**src/rtl/int_seq_counter.sv**
```systemverilog
// Microcode step counter with terminal count, plus interrupt request latches
// gated by a global enable latch. Everything is registered except tc and req_masked.
module int_seq_counter #(
    parameter int WIDTH = 4,
    parameter int NREQ  = 5
) (
    input  logic             clk,
    input  logic             rst,
    input  logic             cnt_clr,
    input  logic             write,
    input  logic             tick,
    input  logic             countdown,
    input  logic [WIDTH-1:0] in,
    output logic [WIDTH-1:0] out,
    output logic             tc,
    input  logic [NREQ-1:0]  req_set,
    input  logic [NREQ-1:0]  req_clr,
    input  logic             en_set,
    input  logic             en_clr,
    output logic [NREQ-1:0]  req_latched,
    output logic [NREQ-1:0]  req_masked,
    output logic             en
);

    logic [WIDTH-1:0] cnt_next;
    logic [NREQ-1:0]  req_next;
    logic             en_next;

    // Clear beats load beats count; direction only matters while ticking.
    always_comb begin
        cnt_next = out;
        if (cnt_clr) begin
            cnt_next = '0;
        end else if (write) begin
            cnt_next = in;
        end else if (tick) begin
            if (countdown) begin
                cnt_next = out - WIDTH'(1);
            end else begin
                cnt_next = out + WIDTH'(1);
            end
        end
    end

    // Set dominates clear so a fresh request is never dropped; disable dominates enable.
    always_comb begin
        req_next = req_set | (req_latched & ~req_clr);
        en_next  = en;
        if (en_clr) begin
            en_next = 1'b0;
        end else if (en_set) begin
            en_next = 1'b1;
        end
    end

    always_ff @(posedge clk or negedge rst) begin
        if (!rst) begin
            out         <= '0;
            req_latched <= '0;
            en          <= 1'b1;
        end else begin
            out         <= cnt_next;
            req_latched <= req_next;
            en          <= en_next;
        end
    end

    assign tc         = countdown ? (out == '0) : (out == '1);
    assign req_masked = req_latched & {NREQ{en}};

endmodule

```
**config.mk**
```make
export PLATFORM = sky130hd
export DESIGN_NAME = int_seq_counter
export DESIGN_NICKNAME = d
export VERILOG_FILES = /design/src/rtl/int_seq_counter.sv
export SDC_FILE = /design/constraint.sdc
export NUM_CORES = 1
export LEC_CHECK = 0
export CORE_MARGIN = 3
export CORE_UTILIZATION = 31
export CTS_CLUSTER_SIZE = 25
export DETAILED_ROUTE_END_ITERATION = 12
export PLACE_DENSITY = 0.77
export RECOVER_POWER = 50
export SYNTH_ARGS = -nofsm -noshare
export SYNTH_HDL_FRONTEND = slang
export SYNTH_SLANG_ARGS = --single-unit
```
**constraint.sdc**
```tcl
create_clock -name clk -period 1.5 [get_ports clk]
set_input_delay 0.15 -clock clk [delete_from_list [all_inputs] [get_ports clk]]
set_output_delay 0.15 -clock clk [all_outputs]
set_load 0.02 [all_outputs]
```
==> flow_metrics.py <==
metrics = {
    "status": {
        "status": "finished, violations left",
        "violations": "negative setup slack",
    },
    "critical_path": {
        "cp_data_required_time_ns": 1.66,
        "cp_slowest_cell": "dfrtp_2",
        "path_cells": "buf_4 > ha_1 > nand3_1 > and4_1 > nor4_2 > and4bb_1",
        "cp.arrival_ns": 1.78,
        "startpoint_type": "register",
        "path_buf_inv": 1,
        "critPathTopFamily": "simple AND/OR/NAND/NOR gates",
        "critPathMaxFanout": 3,
        "cp-end-kind": "register",
        "max_stage_delay_ns": 0.43,
        "criticalPathCategory": "reg2reg",
    },
    "global_routing": {
        "grt_max_degree": 11,
        "grt_pass1_vias": 597,
        "antenna_found_initial": 0,
        "grt_overflow": 0,
        "grt_first_pass_wirelength_mm": 2.73,
        "gr-usage-all-layers_pct": 14.7,
    },
    "die": {
        "pin_count": 38,
        "die-width_um": 49.1,
        "initial_core_util_pct": 35.3,
        "rows": 14,
        "core_mm2": 0.00163,
        "die_y_um": 49.1,
        "dieArea_mm2": 0.00241,
    },
    "cts": {
        "clockBufferDepth": 2,
        "worst_skew_pair.late_latency_ns": 0.26,
        "ctsHoldBuffers": 0,
        "cts_sinks": 10,
        "htreeDepth": 1,
        "clk_pin_slew_worst_paths_ns": 0.07,
        "cts_buffers": 3,
        "cts_tree": "done",
        "root_buffer": "clkbuf_4",
    },
    "final_layout": {
        "fillers": 136,
        "final_common_cell": "clkdlybuf4s50_1",
        "syn_to_final_growth_pct": 92.6,
        "final_layout_size_suffix_gt1_share_pct": 23.6,
        "nets": 136,
        "num_antenna_cells": 0,
        "final_cell_mix": "24 x clkdlybuf4s50_1, 8 x dlygate4sd2_1, 8 x buf_4",
        "regArea_um2": 255,
        "multi_input_area_um2": 320,
    },
    "timing": {
        "period_needed_ns": 1.62,
        "worstMarginPinSlew_ns": 0.457,
        "layout_setup_ws_ns": -0.123,
        "rsz0062_at_grt": "true",
        "setup_viol": 3,
        "fin_tns_setup_ns": -0.347,
        "drv_slew": 0,
        "hold_violations": 0,
        "relSlewSlack_pct": 69.4,
        "finalCritPeriodShare_pct": 108,
        "fin_skew_ns": 0.0110,
        "clock.fmax_mhz": 616,
    },
    "synth": {
        "synth.ff_latch_count": 10,
        "synth_mux_area_share_pct": 3.70,
        "synthesis.instances": 60,
        "yosys_warnings": 0,
        "syn_area_um2": 576,
        "synth_top_area_share_pct": 39.1,
        "synthSimpleGateAreaFrac_pct": 22.2,
        "synth_cell_types": 24,
        "yosys-top-cells-area": "dfrtp_1 39%, a21o_1 6.5%, and2_1 5.4%",
        "synth_top_family_by_area": "simple AND/OR/NAND/NOR gates",
        "synth-adder-area-share_pct": 7.83,
        "synth_area_leader_cell": "dfrtp_1",
        "syn_nets": 85,
        "synth.yosys.seq_area_share_pct": 43.7,
        "synth_xor_area_share_pct": 3.04,
        "synthesis.area_per_instance_um2": 9.59,
        "synth_compound_area_share_pct": 13.0,
    },
    "routing": {
        "drt-vias-per-instance": 4.49,
        "first_iter_violations": 7,
        "postRouteAntennaNets": 0,
        "dr.pass1.iters": 4,
        "drc": 0,
        "vias": 601,
        "wire_per_inst_um": 13.0,
        "routed_wirelength_mm": 1.74,
    },
    "hold_path": {
        "hp-class": "in2async",
    },
    "power_and_ir_drop": {
        "power_mw": 0.804,
        "peakVddDrop_v": 0.000654,
        "p_per_area_mw_per_mm2": 726,
        "p_leak_nw": 0.526,
    },
    "placement": {
        "gp_congestion": 0.771,
        "io_buffers": 37,
        "dp_hpwl_mm": 1.37,
    },
    "job": {
        "cap_violations": 0,
    },
}
-- sequential cells by signal, summed over array words and instances, names as in the netlist --
signal and cells:
en 1, out 4, req_latched 5
-- cell type report --
| cell class | count | area share [%] |
|---|---|---|
| Clock buffer | 4 | 2.37 |
| Inverter | 8 | 2.71 |
| Multi-Input combinational cell | 41 | 28.9 |
| Sequential cell | 10 | 23.0 |
| Tap cell | 24 | 2.71 |
| Timing Repair Buffer | 47 | 40.3 |
-- worst reg2reg max path: stages, from the launching register on --
cell and delay (ns):
dfrtp_2 0.43, buf_4 0.15, ha_1 0.26, nand3_1 0.09, and4_1 0.22, nor4_2 0.16
and4bb_1 0.21
-- cells by family after synthesis --
kind of cell,after synthesis
fa+ha+maj,3
flops,10
buf+inv,9
simple gates,22
mux,2
xor+xnor,2
compound gates,12
-- synthesized netlist by cell type --
cell / count
nor2_1: 7
buf_4: 1
fa_1: 1
a211oi_1: 1
a21oi_1: 4
nand2b_1: 2
nor2b_1: 1
dfrtp_1: 9
ha_1: 2
nand2_1: 1
xnor2_1: 2
mux2_2: 1
and2_1: 5
nor4_1: 1
inv_1: 8
mux2i_1: 1
or4_1: 2
dfstp_2: 1
and4bb_1: 1
o21ai_0: 1
nand3_1: 1
o21ai_1: 1
and4_1: 1
a21o_1: 5
-- report_power, final --
part | internal, mW | leakage (nW) | switching, mW | total [mW]
clock | 0.102 | 0.0150 | 0.0879 | 0.190
combinational | 0.173 | 0.399 | 0.129 | 0.302
sequential | 0.292 | 0.112 | 0.0193 | 0.312
total | 0.568 | 0.526 | 0.237 | 0.804
-- per-layer routing --
metal  vias to the layer above  GRT usage [%]  share of wire, %
met3                         0           3.67               3.3
met4                         0           2.84                 0
li1                        302              -                 -
met5                         -              0                 0
met2                        13           26.8                55
met1                       286           17.1                42
-- what timing repair did --
action,4_1_cts,5_1_grt
pin swaps,0,7
setup buffers,0,0
setup endpoints to repair,12,7
resized for setup,18,8
cloned,0,0
-- per-stage QoR --
stage	cells	hold WS (ns)	setup WS (ns)	instance area (µm²)	utilization, %
2_1_floorplan	60	-0.146	0.0133	594	-
3_3_place_gp	130	0.477	-0.572	1060	65.2
3_5_place_dp	130	0.483	-0.596	1060	65.2
4_1_cts	134	0.207	-0.136	1080	66.6
5_1_grt	134	0.294	-0.208	1110	68.0
6_report	134	0.266	-0.123	1110	68.0
-- path summary, 6_finish.rpt --
check                                    startpoint                  endpoint  slack, ns  cells after the start
setup / recovery                 out[1]$_DFFE_PN0P_        out[3]$_DFFE_PN0P_      -0.12                      6
min in group clk                             en_clr            en$_DFFE_PN1P_       0.41                      2
setup reg to reg                 out[1]$_DFFE_PN0P_        out[3]$_DFFE_PN0P_      -0.12                      6
hold / removal                                  rst  req_latched[2]$_DFF_PN0_       0.27                      1
hold reg to reg            req_latched[3]$_DFF_PN0_  req_latched[3]$_DFF_PN0_       0.49                      1
max in group asynchronous                       rst            en$_DFFE_PN1P_       0.88                      1
(Power assumes the default switching activity.)
